File: config.mk
export PLATFORM = sky130hd
export DESIGN_NAME = key_debounce
export DESIGN_NICKNAME = d
export VERILOG_FILES = /design/src/rtl/key_debounce.sv
export SDC_FILE = /design/constraint.sdc
export NUM_CORES = 1
export LEC_CHECK = 0
export BUFFER_PORTS_ARGS = -buffer_cell sky130_fd_sc_hd__buf_4
export CAP_MARGIN = 5
export CORE_MARGIN = 5
export CORE_UTILIZATION = 30
export CTS_BUF_LIST = sky130_fd_sc_hd__clkbuf_8
export DETAILED_ROUTE_END_ITERATION = 12
export PLACE_DENSITY = 0.55
export SLEW_MARGIN = 10
export SYNTH_ARGS = -nofsm -noshare
export SYNTH_HDL_FRONTEND = slang
export SYNTH_SLANG_ARGS = --single-unit
File: constraint.sdc
create_clock -name clk -period 3 [get_ports clk]
set_clock_uncertainty 0.2 [all_clocks]
set_input_delay 0.15 -clock clk [delete_from_list [all_inputs] [get_ports clk]]
set_output_delay 0.15 -clock clk [all_outputs]
set_load 0.005 [all_outputs]
File: src/rtl/key_debounce.sv
// Push-button debouncer: clean level plus one-cycle press/release pulses.
// Optional input synchronizer enabled with `define KEY_DEBOUNCE_SYNC_EN.
module key_debounce #(
  parameter int CLK_FREQ_HZ = 50000000,
  parameter int DEBOUNCE_MS = 20,
  parameter int SYNC_STAGES = 2
) (
  input  logic clk,
  input  logic rst_n,
  input  logic button_in,
  output logic button_out,
  output logic button_posedge,
  output logic button_negedge
);

  localparam int DEBOUNCE_CYCLES = CLK_FREQ_HZ / 1000 * DEBOUNCE_MS;
  localparam int CNT_W = $clog2(DEBOUNCE_CYCLES + 1);
  localparam logic [CNT_W-1:0] CNT_MAX =
    CNT_W'(DEBOUNCE_CYCLES - 1);

  if (SYNC_STAGES < 2 || SYNC_STAGES > 4) begin : g_bad_sync
    $error("SYNC_STAGES must be 2..4");
  end

  logic             s;
  logic [CNT_W-1:0] cnt;

`ifdef KEY_DEBOUNCE_SYNC_EN
  logic [SYNC_STAGES-1:0] sync;

  always_ff @(posedge clk or negedge rst_n) begin
    if (!rst_n) begin
      sync <= '1;
    end else begin
      sync <= {sync[SYNC_STAGES-2:0], button_in};
    end
  end

  assign s = sync[SYNC_STAGES-1];
`else
  assign s = button_in;
`endif

  // Any matching sample restarts the window; the counter
  // tops out at CNT_MAX, where the output takes the new level.
  always_ff @(posedge clk or negedge rst_n) begin
    if (!rst_n) begin
      cnt            <= '0;
      button_out     <= 1'b1;
      button_posedge <= 1'b0;
      button_negedge <= 1'b0;
    end else begin
      button_posedge <= 1'b0;
      button_negedge <= 1'b0;
      if (s == button_out) begin
        cnt <= '0;
      end else if (cnt == CNT_MAX) begin
        cnt            <= '0;
        button_out     <= s;
        button_posedge <= s;
        button_negedge <= ~s;
      end else begin
        cnt <= cnt + 1'b1;
      end
    end
  end

endmodule

==> run_results.csv, run 1 <==
group,metric,value,unit
floorplan,num_io_pins,6,
clocking,clk_latency,0.26,ns
floorplan,initial_core_util,31.0,%
grt,grt.total_usage,8.94,%
power_and_ir_drop,leakage,0.497,nW
critical_path,start_kind,"flip-flop",
power_and_ir_drop,ir_drop,0.230,mV
critical_path,slowest_stage,"or4_1",
cells_and_area,drive_above_1_share,16.7,%
floorplan,die_x,71.2,µm
critical_path,crit_path_start,"cnt[0]$_DFF_PN0_",
logic_synthesis,synth_top_family_by_area,"simple AND/OR/NAND/NOR gates",
logic_synthesis,avgSynthCellArea,9.87,µm²
clocking,cts_tree,"done",
timing,finalCritPeriodShare,78.8,%
place,dpl_cell_area,0.00120,mm²
min_path,hp-class,"in -> async",
power_and_ir_drop,power_density,430,mW/mm²
clocking,numCtsBuffers,3,
timing,fin_setup_tns,0,ns
critical_path,arrival,2.36,ns
detailed_routing,drc,0,
logic_synthesis,synth-warning-count,0,
floorplan,rows,22,
timing,finalHoldViolCount,0,
logic_synthesis,synth_compound_area_share,8.90,%
cells_and_area,stdcell_area,0.00126,mm²
floorplan,die_h,71.2,µm
critical_path,reg2reg_from,"cnt[0]$_DFF_PN0_",
timing,setup_viol,0,
logic_synthesis,synth_simple_gate_area_share,25.0,%
logic_synthesis,syn-num-nets,118,
clocking,path_clk_slew,0.08,ns
critical_path,crit_chain,"ha_1, nand2_1, or4_1, or4_4, a21oi_2",
run_status,outcome,"finished clean",
logic_synthesis,syn-cell-area,0.00112,mm²
floorplan,dieArea,0.00507,mm²
logic_synthesis,ys_seq_area_share,51.3,%
place,place.gp.congestion,0.761,
clocking,clock_path_buffers,2,
timing,slew_violations,0,
timing,max_freq,423,MHz
detailed_routing,initialDrtViolationCount,18,
place,hpwl,1.45,mm
detailed_routing,viasPerCell,4.82,
place,io_buffer_count,5,
logic_synthesis,synthAdderAreaFrac,1.11,%
clocking,cts_htree_levels,1,
critical_path,cp-end-kind,"flip-flop",
cells_and_area,diodes,0,
clocking,numClockSinks,23,
grt,first_global_vias,856,
logic_synthesis,muxShareOfSynthArea,1.00,%
detailed_routing,ant_nets,0,
timing,max_slew_margin,72.5,%
detailed_routing,wl_per_cell,12.0,µm
critical_path,critPathKind,"reg -> reg",
detailed_routing,dr.pass1.iters,4,
critical_path,crit_path_max_fanout,8,
grt,grt_max_degree,24,
floorplan,coreArea,0.00363,mm²
critical_path,critPathTopFamily,"simple AND/OR/NAND/NOR gates",
timing,min_period,2.36,ns
clocking,post_cts_buffers,0,
logic_synthesis,yosysUniqueCellTypes,30,
cells_and_area,final_nets,125,
logic_synthesis,synthCells,114,
logic_synthesis,ys_ff_latch,23,
grt,grt_pass1_wl,3.73,mm
grt,antenna_found_initial,0,
detailed_routing,dr_total_vias,810,
logic_synthesis,synth-xor-area-share,8.57,%
clocking,root_buffer,"clkbuf_8",
critical_path,required,2.99,ns
timing,rsz0062_at_grt,"false",
detailed_routing,totalWireLength,2.02,mm
cells_and_area,fill_cells,376,
critical_path,slowest_delay,0.65,ns
cells_and_area,area_growth,12.3,%
critical_path,worst-path-buf-inv,0,
flow_run,drv_cap,0,
grt,grt.overflow.total,0,
timing,worstMarginPinSlew,0.412,ns
## path summary, 6_finish.rpt
path                       depth (start not counted)                endpoint  slack (ns)
setup / recovery                                   5       cnt[18]$_DFF_PN0_        0.64
hold / removal                                     2       cnt[16]$_DFF_PN0_        0.12
setup reg to reg                                   5       cnt[18]$_DFF_PN0_        0.64
hold reg to reg                                    1        cnt[0]$_DFF_PN0_        0.32
max in group asynchronous                          2  button_out$_DFFE_PN1P_        2.19
min in group clk                                   1        cnt[0]$_DFF_PN0_        0.32
## report_power, final
group | internal (mW) | leakage (nW) | switching, mW | total [mW]
combinational | 0.0133 | 0.155 | 0.0213 | 0.0346
clock | 0.0911 | 0.0269 | 0.0909 | 0.182
sequential | 0.318 | 0.315 | 0.00896 | 0.327
total | 0.422 | 0.497 | 0.121 | 0.543
## layout by cell type, fill, tap and decap left out, drive strengths merged, types with 3 or more instances in the layout
| cell | n |
|---|---|
| nand3 | 9 |
| nor2 | 13 |
| o21ai | 5 |
| xnor2 | 6 |
| dfrtp | 22 |
| a21oi | 8 |
| buf | 5 |
| or3 | 5 |
| clkbuf | 3 |
| xor2 | 5 |
| or4 | 8 |
| o31ai | 3 |
| nand2 | 5 |
| inv | 7 |
## flip-flops by register name, summed over array words and instances, names as in the netlist
| signal | count |
|---|---|
| button_posedge | 1 |
| cnt | 20 |
| button_out | 1 |
| button_negedge | 1 |
## synthesized netlist by cell type
master	count	area [µm²]
nor3b_1	2	15.0
or4_4	1	11.3
or4_1	6	45.0
a21oi_2	1	8.76
xor2_1	5	43.8
and3_2	1	7.51
clkbuf_1	1	3.75
or3_1	2	12.5
dfrtp_1	22	551
and2_1	1	6.26
a21oi_1	7	35.0
or4_2	1	8.76
a31o_2	1	8.76
nand3_1	8	40.0
nor4_1	1	6.26
inv_1	6	22.5
dfstp_2	1	26.3
nand2_1	5	18.8
nor2_1	13	48.8
nand3_2	1	10.0
or3_2	3	22.5
nand4_1	2	12.5
nor3_1	2	10.0
ha_1	1	12.5
mux2_2	1	11.3
buf_2	4	20.0
o21ai_0	5	25.0
or2_2	1	6.26
xnor2_1	6	52.6
o31ai_1	3	22.5
## worst reg2reg max path, cell delays in order, from the launching register on
cell     delay (ns)
dfrtp_1        0.41
ha_1           0.24
nand2_1        0.12
or4_1          0.65
or4_4          0.53
a21oi_2        0.14
## through the flow
stage | worst slack (ns) | hold WS (ns) | power, mW | util [%] | instances
floorplan | 0.820 | -0.346 | 0.353 | - | 114
global placement | 0.668 | -0.139 | 0.366 | 33.0 | 162
detailed placement | 0.636 | -0.138 | 0.366 | 33.0 | 162
CTS | 0.612 | 0.139 | 0.556 | 34.8 | 168
global route | 0.459 | 0.159 | 0.576 | 34.8 | 168
finish | 0.635 | 0.121 | 0.543 | 34.8 | 168
## cells by family after synthesis
logic type	after synthesis
simple gates	50
flops	23
xor+xnor	11
mux	1
fa+ha+maj	1
buf+inv	11
compound gates	17
## layout make-up
cell class	count	area [µm²]	share of cell area, %
timing repair buffer	7	57.6	4.55
clock buffer	3	41.3	3.27
tap	48	60.1	4.75
multi-input combinational	80	502	39.7
sequential	23	577	45.6
clock inverter	1	3.75	0.297
inverter	6	22.5	1.78
## layer usage
layer,track usage (%),share of wire [%]
met2,16.1,50
met4,5.01,1.7
met1,10.2,46
met3,0.982,1.9
met5,0,0
## what timing repair did
| item | in CTS | in global routing |
|---|---|---|
| gates resized for setup | 0 | 0 |
| hold buffers | 2 | 0 |
| endpoints found under the hold margin | 26 | 0 |
Power figures use the tool's default switching activity.
==> inputs of run 2 (changes only) <==
- clock period: 3 -> 2.4 ns (I/O delays scaled with it)
==> run_results.csv, run 2 (synthesis gave the netlist of run 1 again) <==
group,metric,value,unit
clocking,path_clk_slew,0.08,ns
min_path,hp-class,"in -> async",
run_status,outcome,"finished clean",
cells_and_area,drive_above_1_share,19.0,%
timing,setup_viol,0,
power_and_ir_drop,ir_drop,0.329,mV
place,hpwl,1.40,mm
detailed_routing,drc,0,
grt,antenna_found_initial,0,
timing,min_period,2.22,ns
grt,grt_max_degree,24,
critical_path,arrival,2.16,ns
grt,grt.total_usage,8.83,%
cells_and_area,seq_area,577,µm²
timing,worstMarginPinSlew,0.512,ns
cells_and_area,final_cell_mix,"dfrtp_1, nor2_1, nand3_1",
cells_and_area,final_core_util,35.5,%
place,dp_cells,163,
critical_path,crit_path_max_fanout,20,
place,place.gp.congestion,0.777,
floorplan,rows,22,
detailed_routing,totalWireLength,1.97,mm
detailed_routing,wl_per_cell,11.6,µm
timing,max_freq,450,MHz
critical_path,reg2reg_from,"cnt[12]$_DFF_PN0_",
detailed_routing,viasPerCell,4.86,
cells_and_area,largest_reg_flops,20,
timing,fin_setup_tns,0,ns
floorplan,num_io_pins,6,
critical_path,reg2reg_slack,0.18,ns
cells_and_area,fill_cells,382,
floorplan,initial_core_util,31.0,%
floorplan,die_h,71.2,µm
cells_and_area,multi_input_area,505,µm²
grt,grt.overflow.total,0,
cells_and_area,area_growth,14.6,%
place,io_buffer_count,5,
grt,grt_pass1_wl,3.60,mm
critical_path,required,2.34,ns
cells_and_area,top_register,"cnt",
detailed_routing,dr.pass1.iters,4,
power_and_ir_drop,power_density,541,mW/mm²
clocking,clock_path_buffers,2,
clocking,numCtsBuffers,3,
clocking,root_buffer,"clkbuf_8",
cells_and_area,final_nets,126,
cells_and_area,stdcell_count,169,
timing,rsz0062_at_grt,"false",
floorplan,die_x,71.2,µm
critical_path,rr_worst_depth,5,
clocking,clk_latency,0.26,ns
clocking,cts_tree,"done",
power_and_ir_drop,leakage,0.507,nW
timing,finalHoldViolCount,0,
timing,max_slew_margin,65.5,%
critical_path,r2r-end,"cnt[17]$_DFF_PN0_",
detailed_routing,initialDrtViolationCount,33,
detailed_routing,dr_total_vias,822,
clocking,cts_htree_levels,1,
flow_run,drv_cap,0,
floorplan,coreArea,0.00363,mm²
clocking,post_cts_buffers,0,
critical_path,critPathKind,"reg -> reg",
detailed_routing,ant_nets,0,
floorplan,dieArea,0.00507,mm²
timing,finalCritPeriodShare,92.7,%
grt,first_global_vias,800,
critical_path,start_kind,"flip-flop",
clocking,numClockSinks,23,
cells_and_area,final_common_cell,"dfrtp_1",
cells_and_area,diodes,0,
critical_path,cp-end-kind,"flip-flop",
timing,slew_violations,0,
==> run 2: area by class of cell <==
class | count | area share (%)
Clock buffer | 3 | 3.20
Clock inverter | 1 | 0.388
Inverter | 6 | 1.75
Multi-Input combinational cell | 80 | 39.2
Sequential cell | 23 | 44.8
Tap cell | 48 | 4.66
Timing Repair Buffer | 8 | 6.02
==> run 2: metal layers <==
metal	routed length [µm]	vias to the layer above	share of wire (%)	global-route usage, %
met5	0	-	0	0
met4	48	0	2.4	5.01
met3	26	4	1.3	0.842
met2	936	5	48	14.6
met1	957	402	49	11.2
li1	-	411	-	-
==> run 2: repair_timing <==
action	CTS	global route
gates resized for setup	0	1
hold endpoints to repair	26	0
setup endpoints to repair	0	3
hold buffers	2	0
==> run 2: worst max path at each step <==
stage,startpoint,to,slack (ns),depth (start not counted)
finish,cnt[12]$_DFF_PN0_,cnt[17]$_DFF_PN0_,0.18,5
global placement,cnt[0]$_DFF_PN0_,cnt[18]$_DFF_PN0_,0.16,5
global route,cnt[0]$_DFF_PN0_,cnt[16]$_DFF_PN0_,0.03,5
floorplan,cnt[0]$_DFF_PN0_,cnt[18]$_DFF_PN0_,0.22,6
detailed placement,cnt[0]$_DFF_PN0_,cnt[18]$_DFF_PN0_,0.09,5
CTS,cnt[0]$_DFF_PN0_,cnt[18]$_DFF_PN0_,0.08,5
==> run 2: report_power, final <==
| group | internal (mW) | total [mW] | switching, mW |
|---|---|---|---|
| combinational | 0.0234 | 0.0527 | 0.0293 |
| clock | 0.116 | 0.236 | 0.120 |
| sequential | 0.397 | 0.408 | 0.0109 |
| total | 0.536 | 0.697 | 0.161 |
==> run 2: critical path, cell delays in order, from the launching register on <==
cell and delay [ns]:
dfrtp_1 0.43, or4_1 0.50, nor4_1 0.49, a31o_2 0.26
buf_12 0.16, a21oi_1 0.06
==> run 2: per-stage QoR <==
step                setup slack (ns)  instance area [µm²]  power (mW)  hold slack, ns
finish                         0.176                 1290       0.697          0.0867
detailed placement            0.0919                 1220       0.467          -0.162
floorplan                      0.220                 1120       0.441          -0.376
global placement               0.164                 1220       0.465          -0.165
global route                  0.0302                 1290       0.734           0.121
CTS                           0.0837                 1280       0.711          0.0981
==> inputs of run 3 (changes only) <==
- PLACE_DENSITY: 0.55 -> not set
- clock period: 2.4 -> 2.7 ns (I/O delays scaled with it)
==> run_results.csv, run 3 (synthesis gave the netlist of run 1 again) <==
group,metric,value,unit
run_status,outcome,"finished clean",
clocking,numCtsBuffers,3,
detailed_routing,wl_per_cell,11.9,µm
timing,fin_setup_tns,0,ns
critical_path,reg2reg_from,"cnt[0]$_DFF_PN0_",
detailed_routing,dr.pass1.iters,4,
timing,max_slew_margin,72.3,%
timing,holdWs,0.0958,ns
cells_and_area,stdcell_area,0.00126,mm²
floorplan,coreArea,0.00363,mm²
critical_path,reg2reg_slack,0.35,ns
timing,slew_violations,0,
grt,grt.total_usage,9.01,%
timing,min_period,2.35,ns
critical_path,cp-end-kind,"flip-flop",
cells_and_area,diodes,0,
grt,grt.overflow.total,0,
cells_and_area,final_nets,125,
clocking,cts_tree,"done",
critical_path,r2r-end,"cnt[18]$_DFF_PN0_",
power_and_ir_drop,leakage,0.496,nW
detailed_routing,drc,0,
floorplan,die_x,71.2,µm
floorplan,rows,22,
place,io_buffer_count,5,
floorplan,initial_core_util,31.0,%
critical_path,start_kind,"flip-flop",
critical_path,crit_end,"cnt[18]$_DFF_PN0_",
timing,finalHoldViolCount,0,
critical_path,critPathTopFamily,"simple AND/OR/NAND/NOR gates",
grt,antenna_found_initial,0,
cells_and_area,top_register,"cnt",
power_and_ir_drop,power,614,µW
grt,grt_pass1_wl,3.64,mm
detailed_routing,totalWireLength,2.00,mm
clocking,numClockSinks,23,
clocking,clock_path_buffers,2,
cells_and_area,final_cell_mix,"dfrtp_1, nor2_1, nand3_1",
cells_and_area,largest_reg_flops,20,
critical_path,crit_path_max_fanout,8,
place,place.gp.congestion,0.702,
critical_path,slowest_delay,0.66,ns
critical_path,worst-path-buf-inv,0,
timing,max_freq,426,MHz
cells_and_area,drive_above_1_share,17.5,%
timing,finalCritPeriodShare,87.0,%
clocking,path_clk_slew,0.08,ns
place,hpwl,1.45,mm
cells_and_area,final_common_cell,"dfrtp_1",
timing,setup_viol,0,
flow_run,drv_cap,0,
power_and_ir_drop,power_density,486,mW/mm²
power_and_ir_drop,ir_drop,0.233,mV
cells_and_area,fill_cells,377,
clocking,clk_latency,0.26,ns
timing,rsz0062_at_grt,"false",
clocking,root_buffer,"clkbuf_8",
cells_and_area,area_growth,12.5,%
critical_path,required,2.70,ns
critical_path,rr_worst_depth,5,
floorplan,die_h,71.2,µm
floorplan,num_io_pins,6,
detailed_routing,ant_nets,0,
critical_path,arrival,2.35,ns
detailed_routing,initialDrtViolationCount,6,
critical_path,crit_chain,"ha_1, nand2_1, or4_1, or4_4, a21oi_2",
clocking,cts_htree_levels,1,
floorplan,dieArea,0.00507,mm²
clocking,post_cts_buffers,0,
grt,grt_max_degree,24,
critical_path,cp.depth,5,
place,dpl_cell_area,0.00120,mm²
detailed_routing,viasPerCell,4.91,
grt,first_global_vias,834,
critical_path,crit_path_start,"cnt[0]$_DFF_PN0_",
critical_path,critPathKind,"reg -> reg",
detailed_routing,dr_total_vias,825,
min_path,hp-class,"in -> async",
critical_path,slowest_stage,"or4_1",
timing,worstMarginPinSlew,0.415,ns
[run 3: changes by cell type in the layout (fill, tap and decap cells not counted), sizes merged]
cell and change:
buf -1
[run 3: cell type report]
| class | count | area, µm² | area share, % |
|---|---|---|---|
| flip-flops and latches | 23 | 577 | 45.6 |
| multi-input cells | 80 | 502 | 39.7 |
| well taps | 48 | 60.1 | 4.75 |
| repair buffers | 7 | 57.6 | 4.55 |
| clock buffers | 3 | 41.3 | 3.26 |
| inverters | 6 | 22.5 | 1.78 |
| clock inverters | 1 | 5.00 | 0.396 |
[run 3: how the worst min path moves through the flow]
| stage | startpoint | end | slack (ns) |
|---|---|---|---|
| 2_1_floorplan | rst_n | button_negedge$_DFF_PN0_ | -0.36 |
| 3_3_place_gp | rst_n | cnt[18]$_DFF_PN0_ | -0.15 |
| 3_5_place_dp | rst_n | cnt[18]$_DFF_PN0_ | -0.16 |
| 4_1_cts | rst_n | cnt[18]$_DFF_PN0_ | 0.11 |
| 5_1_grt | rst_n | cnt[18]$_DFF_PN0_ | 0.15 |
| 6_report | rst_n | cnt[19]$_DFF_PN0_ | 0.1 |
[run 3: power by group]
part	internal (mW)	switching, mW	leakage [nW]
Clock	0.103	0.110	0.0255
Combinational	0.0149	0.0241	0.155
Sequential	0.353	0.00986	0.315
Total	0.471	0.144	0.496
[run 3: per-layer routing]
layer  vias to the layer above  global-route usage [%]  wire (µm)
met3                         4                   0.561         47
met4                         0                    6.89         59
met5                         -                       0          0
li1                        413                       -          -
met1                       397                    10.4        909
met2                        11                    15.5        983
[run 3: worst register-to-register path: cells and delay by family, from the launching register on]
kind,cells,cell delay (ns)
compound gates,1,0.14
flops,1,0.41
simple gates,3,1.29
fa+ha+maj,1,0.24
[run 3: stage by stage]
stage / std cells / util [%] / worst slack, ns
after floorplan: 114 / - / 0.520
after global placement: 162 / 33.0 / 0.384
after detailed placement: 162 / 33.0 / 0.359
after CTS: 168 / 34.8 / 0.342
after global routing: 168 / 34.8 / 0.225
final: 168 / 34.8 / 0.351
[run 3: repair_timing]
action,CTS,global route
gates resized for setup,0,0
endpoints found under the hold margin,26,0
hold buffers,2,0
